$ cat src/rtl/hub75_fb_loader.sv
// Raster pixel stream to hub75 frame-buffer loader: fills the line buffer, commits lines, then requests a frame swap.
// Optional saturating abort counter (err_cnt/err_clr) is built when HUB75_FB_LOADER_ERRCNT_EN is defined.
module hub75_fb_loader #(
  parameter int unsigned N_BANKS     = 2,
  parameter int unsigned N_ROWS      = 32,
  parameter int unsigned N_COLS      = 64,
  parameter int unsigned BITDEPTH    = 24,
  parameter int unsigned LOG_N_BANKS = $clog2(N_BANKS),
  parameter int unsigned LOG_N_ROWS  = $clog2(N_ROWS),
  parameter int unsigned LOG_N_COLS  = $clog2(N_COLS)
) (
  input  logic                   clk,
  input  logic                   rst,
  input  logic [BITDEPTH-1:0]    in_data,
  input  logic                   in_sof,
  input  logic                   in_valid,
  output logic                   in_ready,
  output logic [LOG_N_BANKS-1:0] fbw_bank_addr,
  output logic [LOG_N_ROWS-1:0]  fbw_row_addr,
  output logic                   fbw_row_store,
  input  logic                   fbw_row_rdy,
  output logic                   fbw_row_swap,
  output logic [BITDEPTH-1:0]    fbw_data,
  output logic [LOG_N_COLS-1:0]  fbw_col_addr,
  output logic                   fbw_wren,
  output logic                   frame_swap,
  input  logic                   frame_rdy,
`ifdef HUB75_FB_LOADER_ERRCNT_EN
  output logic                   busy,
  input  logic                   err_clr,
  output logic [7:0]             err_cnt
`else
  output logic                   busy
`endif
);

  localparam int unsigned LW        = LOG_N_BANKS + LOG_N_ROWS;
  localparam int unsigned LAST_LINE = N_BANKS * N_ROWS - 1;
  localparam int unsigned LAST_COL  = N_COLS - 1;

  typedef enum logic [2:0] {
    SYNC   = 3'd0,
    FILL   = 3'd1,
    COMMIT = 3'd2,
    DRAIN  = 3'd3,
    FSWAP  = 3'd4
  } state_e;

  state_e                  state_q, state_d;
  logic [LOG_N_COLS-1:0]   col_q, col_d;
  logic [LW-1:0]           line_q, line_d;
  logic                    in_ready_q, in_ready_d;
  logic                    wren_q, wren_d;
  logic [BITDEPTH-1:0]     data_q, data_d;
  logic [LOG_N_COLS-1:0]   col_addr_q, col_addr_d;
  logic                    commit_q, commit_d;
  logic [LOG_N_BANKS-1:0]  bank_q, bank_d;
  logic [LOG_N_ROWS-1:0]   row_q, row_d;
  logic                    fswap_q, fswap_d;
  logic                    busy_q, busy_d;
  logic                    accept_c;
  logic                    abort_c;

  assign accept_c = in_valid & in_ready_q;
  // A SOF anywhere but the very first pixel of the frame restarts the frame at line 0.
  assign abort_c  = accept_c & in_sof & (state_q == FILL) &
                    ((col_q != '0) | (line_q != '0));

  // Next-state and registered-output logic
  always_comb begin
    state_d    = state_q;
    col_d      = col_q;
    line_d     = line_q;
    wren_d     = 1'b0;
    data_d     = data_q;
    col_addr_d = col_addr_q;
    commit_d   = 1'b0;
    bank_d     = bank_q;
    row_d      = row_q;
    fswap_d    = 1'b0;
    busy_d     = busy_q;

    case (state_q)
      SYNC: begin
        if (accept_c && in_sof) begin
          wren_d     = 1'b1;
          data_d     = in_data;
          col_addr_d = '0;
          col_d      = LOG_N_COLS'(1);
          line_d     = '0;
          busy_d     = 1'b1;
          state_d    = FILL;
        end
      end
      FILL: begin
        if (accept_c) begin
          wren_d = 1'b1;
          data_d = in_data;
          if (abort_c) begin
            line_d     = '0;
            col_addr_d = '0;
            col_d      = LOG_N_COLS'(1);
          end else begin
            col_addr_d = col_q;
            if (col_q == LOG_N_COLS'(LAST_COL)) begin
              col_d   = '0;
              state_d = COMMIT;
            end else begin
              col_d = LOG_N_COLS'(col_q + 1'b1);
            end
          end
        end
      end
      COMMIT: begin
        if (fbw_row_rdy) begin
          commit_d = 1'b1;
          bank_d   = line_q[LW-1:LOG_N_ROWS];
          row_d    = line_q[LOG_N_ROWS-1:0];
          if (line_q == LW'(LAST_LINE)) begin
            line_d  = '0;
            state_d = DRAIN;
          end else begin
            line_d  = LW'(line_q + 1'b1);
            state_d = FILL;
          end
        end
      end
      DRAIN: begin
        if (fbw_row_rdy) state_d = FSWAP;
      end
      FSWAP: begin
        if (frame_rdy) begin
          fswap_d = 1'b1;
          busy_d  = 1'b0;
          state_d = SYNC;
        end
      end
      default: state_d = SYNC;
    endcase

    // Ready is registered, so it follows the state we are about to enter.
    in_ready_d = (state_d == SYNC) || (state_d == FILL);
  end

  always_ff @(posedge clk) begin
    if (rst) begin
      state_q    <= SYNC;
      col_q      <= '0;
      line_q     <= '0;
      in_ready_q <= 1'b0;
      wren_q     <= 1'b0;
      data_q     <= '0;
      col_addr_q <= '0;
      commit_q   <= 1'b0;
      bank_q     <= '0;
      row_q      <= '0;
      fswap_q    <= 1'b0;
      busy_q     <= 1'b0;
    end else begin
      state_q    <= state_d;
      col_q      <= col_d;
      line_q     <= line_d;
      in_ready_q <= in_ready_d;
      wren_q     <= wren_d;
      data_q     <= data_d;
      col_addr_q <= col_addr_d;
      commit_q   <= commit_d;
      bank_q     <= bank_d;
      row_q      <= row_d;
      fswap_q    <= fswap_d;
      busy_q     <= busy_d;
    end
  end

  assign in_ready      = in_ready_q;
  assign fbw_wren      = wren_q;
  assign fbw_data      = data_q;
  assign fbw_col_addr  = col_addr_q;
  assign fbw_row_store = commit_q;
  assign fbw_row_swap  = commit_q;
  assign fbw_bank_addr = bank_q;
  assign fbw_row_addr  = row_q;
  assign frame_swap    = fswap_q;
  assign busy          = busy_q;

`ifdef HUB75_FB_LOADER_ERRCNT_EN
  logic [7:0] err_cnt_q, err_cnt_d;

  // Saturating abort counter; clear wins over increment.
  always_comb begin
    err_cnt_d = err_cnt_q;
    if (err_clr) begin
      err_cnt_d = '0;
    end else if (abort_c && (err_cnt_q != 8'hFF)) begin
      err_cnt_d = 8'(err_cnt_q + 8'd1);
    end
  end

  always_ff @(posedge clk) begin
    if (rst) err_cnt_q <= '0;
    else     err_cnt_q <= err_cnt_d;
  end

  assign err_cnt = err_cnt_q;
`endif

endmodule
$ cat config.mk
export PLATFORM = sky130hd
export DESIGN_NAME = hub75_fb_loader
export DESIGN_NICKNAME = d
export VERILOG_FILES = /design/src/rtl/hub75_fb_loader.sv
export SDC_FILE = /design/constraint.sdc
export NUM_CORES = 1
export LEC_CHECK = 0
export BUFFER_PORTS_ARGS = -buffer_cell sky130_fd_sc_hd__buf_2
export CAP_MARGIN = 40
export CELL_PAD_IN_SITES_DETAIL_PLACEMENT = 0
export CELL_PAD_IN_SITES_GLOBAL_PLACEMENT = 1
export CORE_ASPECT_RATIO = 2
export CORE_UTILIZATION = 39
export CTS_CLUSTER_DIAMETER = 100
export DETAILED_ROUTE_END_ITERATION = 12
export HOLD_SLACK_MARGIN = 0.15
export PLACE_DENSITY = 0.89
export SYNTH_ARGS = -nofsm -noshare
export SYNTH_HDL_FRONTEND = slang
export SYNTH_SLANG_ARGS = --single-unit
$ cat constraint.sdc
create_clock -name clk -period 4.85 [get_ports clk]
set_input_delay 0.2425 -clock clk [delete_from_list [all_inputs] [get_ports clk]]
set_output_delay 0.2425 -clock clk [all_outputs]
set_load 0.02 [all_outputs]
# Word-level counts from Yosys, hierarchy flattened
# Index checks and enable logic that the tools add are counted.
[totals] reg_bits=56 elab_cells=82 input_bits=30 out_inout_bits=42
[classes] mux=34 reduce_logical=15 bitwise=7 n_eq_ne=12 add_sub_neg=2
[ops] cell="$mux 6" n=11
[ops] cell="$mux 24" n=2
[ops] cell="$pmux 24 s2" n=1
[ops] cell="$pmux 6 s2" n=2
[ops] cell="$mux 3" n=7
[ops] cell="$pmux 6 s3" n=1
[ops] cell="$pmux 3 s5" n=1
[ops] cell="$add 6x1->6 const B" n=2
[ops] cell="$eq 6x6->1 const B" n=2
[ops] cell="$reduce_bool 6->1" n=2
[ops] cell="$ne 2x2->1 const B" n=5
[ops] cell="$eq 3x1->1 const B" n=2
[ops] cell="$eq 3x2->1 const B" n=2
[ops] cell="$logic_not 3->1" n=2
[ops] cell="$mux 1" n=6
[ops] cell="$reduce_and 3->1" n=2
[ops] cell="$reduce_and 5->1" n=1
[ops] cell="$and 1x1->1" n=4
[ops] cell="$pmux 1 s2" n=2
[ops] cell="$reduce_bool 2->1" n=2
[ops] cell="$reduce_or 2->1" n=2
[ops] cell="$eq 3x3->1 const B" n=1
[ops] cell="$reduce_bool 3->1" n=1
[ops] cell="$mux 2" n=1
[ops] cell="5 further kinds" n=6

# Logic depth before layout (Yosys ltp)
[depth] word_depth=9 ltp_mapped=8 ltp_nobuf=6

# Least setup slack after synthesis
# Ideal clock, no wire load.
[synth_timing] path_kind="reg2reg" start="reg in_ready_q, in the netlist in_ready" end="reg col_q[5]" arrival_ns=1.748 setup_ns=0.112 required_time_ns=4.738 n_path_buf=1 synth_period_minus_slack_ns=1.860 stages_incl_launch_ff=6 slack_ns=2.990 path_cell_list="dfxtp_1 > o211ai_4 > or3_1 > clkbuf_1 > or3_1 > a2111oi_1"
[synth_between] elab_chain_len=7 word_cells_on_any_way=11 cone_classes="eq/ne (2); mux (3); bitwise (4); reduce/logical (2)"
[synth_rtl] item="start: declaration" line_no="52" source="logic in_ready_q, in_ready_d;"
[synth_rtl] item="start signal: assignment" line_no="163" source="in_ready_q <= in_ready_d;"
[synth_rtl] item="$and 1x1->1 *" line_no="64" source="assign accept_c = in_valid & in_ready_q;"
[synth_rtl] item="$and 1x1->1 (3 in series)" line_no="66" source="assign abort_c = accept_c & in_sof & (state_q == FILL) &"
[synth_rtl] item="$mux 6" line_no="99" source="if (abort_c) begin"
[synth_rtl] item="$mux 6" line_no="96" source="if (accept_c) begin"
[synth_rtl] item="$pmux 6 s2" line_no="83" source="case (state_q)"
[synth_rtl] item="end signal: assignment" line_no="161" source="col_q <= col_d;"
[synth_rtl] item="end: declaration" line_no="50" source="logic [LOG_N_COLS-1:0] col_q, col_d;"
# Mark *: on every way between the ends. The rest lies on a longest branch, timed or not. The select of a mux whose other input is x is not followed.
# A chain may end at the register's enable or synchronous reset.

# Final worst setup path
[layout_timing] start="reg state_q[0]" end="reg col_q[5]"
[layout_between] elab_chain_len=6 word_cells_on_any_way=11 cone_classes="eq/ne (3); mux (3); bitwise (2); reduce/logical (3)"
[layout_rtl] item="start: declaration" line_no="49" source="state_e state_q, state_d;"
[layout_rtl] item="start signal: assignment" line_no="160" source="state_q <= state_d;"
[layout_rtl] item="$eq 3x1->1" line_no="66, 83"
[layout_rtl] item="$and 1x1->1 (2 in series)" line_no="66"
[layout_rtl] item="$mux 6" line_no="99"
[layout_rtl] item="$mux 6" line_no="96"
[layout_rtl] item="$pmux 6 s2" line_no="83"
# Several ways; a longest one is shown, not always the timed one. The select of a mux whose other input is x is not followed.

==> results.md <==
- DRC violation count after routing: 8
- Depth of the worst hold-timing path: 3
- Count of input and output buffers: 71
- Worst R2R Start: state_q[0]
- Critical setup path kind: register to register
- Vias per cell: 5.33
- Worst hold path endpoint: fbw_data[19]
- Overflow left after global routing: 0
- Final total power: 0.928 mW
- DR pass1 iterations: 8
- Die area: 6310 sq um
- Hold buffers post-CTS: 0
- Post-layout min period: 2.22 ns
- Highest metal layer with signal wires: met4
- Cell taking the most area after synthesis: sky130_fd_sc_hd__dfxtp_1
- Post-synthesis sequential element count: 56
- Vias in the first global route: 2055
- Final HPWL DP: 3940 um
- Cell Pwr Density: 324 nW/um^2
- Yosys warnings: 0
- Maximum fanout along the worst path: 14
- Ratio of final minimum period to clock period: 0.457
- Antenna viol nets, final: 0
- First DRT Iteration DRCs: 53
- EDFF count, synth: 0
- Measured slew at the worst slew-check pin: 0.851 ns
- Critical Path AT: 2.41 ns
- Htree depth: 2
- Classification of the worst-slack hold path: input port to register
- Met3 wirelength from detailed routing: 201 um
- Share of synthesized area occupied by flip-flops and latches: 0.481
- Die extent in y: 111 um
- Total routing resource utilization after global routing: 0.185
- Nature of the critical path startpoint: register
- Final clock skew: 0.00631 ns
- Root cell of the clock tree: sky130_fd_sc_hd__clkbuf_16
- Pin count of the biggest net entering global routing: 42
- Fmax: 451 MHz
- Total nets after synthesis: 327
- Summed instance area of the synthesized netlist: 2330 sq um
- Hold Crit Start: in_data[19]
- Area growth from synthesis to final layout: 22.9%
- I/O pin count: 72
- Average footprint of a synthesized cell: 7.96 sq um
- Final-report max-slew violation count: 0
- Failing checks: DRC
- Most used DFF post-synth: sky130_fd_sc_hd__dfxtp_1
- Synth top area share: 0.481
- Avg WL per Cell: 13.4 um
- Ratio of cells with drive above 1 in the final layout: 0.241
- Number of sinks on the clock net: 56
- Max-cap violations: 0
- Routed wl met2: 3190 um
- # Post-CTS Setup Buffers: 0
- Final setup violating endpoints: 0
- Most frequent standard cell in the layout excluding fill and tap cells: sky130_fd_sc_hd__buf_2
- Number of standard-cell rows in the floorplan: 39
- Relative slew slack: 0.431
- Leakage power: 1.22 nW
- Initial core utilization: 0.405
- Crit end category: register
- Setup TNS: 0 ns
- Outcome: finished, violations left
- Count of cells along the worst register-to-register path: 5
- Worst r2r dst: col_q[5]
- TritonCTS clock tree: yes
- Die W: 56.7 um
- Core area: 5760 sq um
- CTS max path bufs: 2
- Post-cts repair resize count: 0
- CTS buffer count: 5
- Share of flip-flops with an asynchronous set or reset after synthesis: 0
- Biggest area contributors in the synthesized netlist: sky130_fd_sc_hd__dfxtp_1 (48%), sky130_fd_sc_hd__nand2_1 (11%), sky130_fd_sc_hd__a21oi_1 (9.4%), sky130_fd_sc_hd__nand3_1 (3.4%), sky130_fd_sc_hd__nor2_1 (3.2%)
- Number of diodes: 0
- Reg-to-reg slack, setup: 2.63 ns
- Total Routed Length: 5560 um
- Via count: 2206
- Critical path data required time: 5.04 ns
- Number of antenna violations at the first check in global routing: 0
- Top library cells by usage in the layout, fill and taps aside: sky130_fd_sc_hd__buf_2 (71), sky130_fd_sc_hd__nand2_1 (66), sky130_fd_sc_hd__dfxtp_1 (56)
- Count of different cell masters after synthesis: 38
- Final-report hold violation count: 0
- Unrepaired setup endpoints after global routing: false
- Synthesized instance count: 293
- Total Nets Final: 387
- Worst-case vdd ir drop: 0.000321 V
- Clock-pin slew reported for the worst setup and hold paths after clock tree synthesis: 0.07 ns
- Global-route wire length before repair: 9230 um
- Clock latency reported for the late side of the worst-skew pair: 0.30 ns
- Detailed-route wire length on metal 1: 2080 um
- Final weighted congestion in routability-driven placement: 0.802
[critical path, cell delays in order, from the launching register on]
cell	delay, ns
sky130_fd_sc_hd__dfxtp_1	0.53
sky130_fd_sc_hd__inv_1	0.12
sky130_fd_sc_hd__or3_1	0.37
sky130_fd_sc_hd__nor2_1	0.68
sky130_fd_sc_hd__nor2_1	0.08
sky130_fd_sc_hd__a2111oi_1	0.32
[worst max-delay path by stage]
stage | startpoint | end | slack (ns)
finish | state_q[0] | col_q[5] | 2.63
global route | state_q[0] | col_q[2] | 2.39
CTS | state_q[0] | col_q[5] | 2.63
detailed placement | state_q[0] | col_q[5] | 2.69
global placement | state_q[0] | col_q[5] | 2.74
floorplan | in_ready | col_q[5] | 2.99
[synth_stat cells (2+ instances only)]
cell type                  count
sky130_fd_sc_hd__nor4_1        2
sky130_fd_sc_hd__or3_1         6
sky130_fd_sc_hd__nor3_1        3
sky130_fd_sc_hd__buf_2         3
sky130_fd_sc_hd__buf_4         2
sky130_fd_sc_hd__clkbuf_1     15
sky130_fd_sc_hd__a211oi_1      2
sky130_fd_sc_hd__dfxtp_1      56
sky130_fd_sc_hd__nor2_1       20
sky130_fd_sc_hd__mux2i_1       4
sky130_fd_sc_hd__a31oi_1       3
sky130_fd_sc_hd__and3_1        3
sky130_fd_sc_hd__nor2b_1       2
sky130_fd_sc_hd__nand4_1       4
sky130_fd_sc_hd__o21ai_0       7
sky130_fd_sc_hd__ha_1          4
sky130_fd_sc_hd__nand2_1      66
sky130_fd_sc_hd__inv_1         9
sky130_fd_sc_hd__nand3_1      16
sky130_fd_sc_hd__nand3b_1      3
sky130_fd_sc_hd__a21oi_1      44
sky130_fd_sc_hd__or4_1         3
[registers in the layout, indices dropped and copies added (netlist names)]
name / flops
col_q: 6
fbw_bank_addr: 1
fbw_row_addr: 5
busy: 1
fbw_wren: 1
line_q: 6
in_ready: 1
fbw_data: 24
state_q: 3
fbw_row_store: 1
frame_swap: 1
fbw_col_addr: 6
[cells by family (layout without fill, tap and decap cells)]
family,Yosys count,after routing,synth area share
adders and majority gates,4,4,0.0215
buffers and inverters,30,90,0.0531
xor gates and xnor gates,1,1,0.00376
AOI/OAI and AO/OA,67,67,0.169
DFF,56,56,0.481
and+or+nand+nor,131,131,0.255
muxes,4,4,0.0172
[metrics by stage]
stage	std cells	utilization	instance area [sq um]	hold WS [ns]	setup WS, ns
final	414	0.498	2870	0.181	2.63
after global routing	414	0.498	2870	0.186	2.39
after CTS	414	0.498	2870	0.179	2.63
after detailed placement	407	0.471	2710	0.445	2.69
after global placement	406	0.468	2690	0.438	2.74
after floorplan	293	-	2330	0.379	2.99
[metal layers]
layer / up-vias / global-route usage
li1: 1113 / -
met1: 1044 / 0.184
met2: 43 / 0.360
met3: 6 / 0.0348
met4: 0 / 0.0750
met5: - / 0
[power breakdown]
part	internal (mW)	leakage [nW]	switching, mW
Combinational	0.0278	0.690	0.0484
Sequential	0.470	0.454	0.00713
Clock	0.217	0.0760	0.158
Total	0.715	1.22	0.214
[layout make-up]
class                      instances  area [sq um]
fill                             624          2890
sequential                        56          1120
multi-input combinational        207          1090
timing repair buffer              74           390
clock buffer                       7           153
tap                               61          76.3
inverter                           9          33.8
Power figures use the tool's default switching activity.
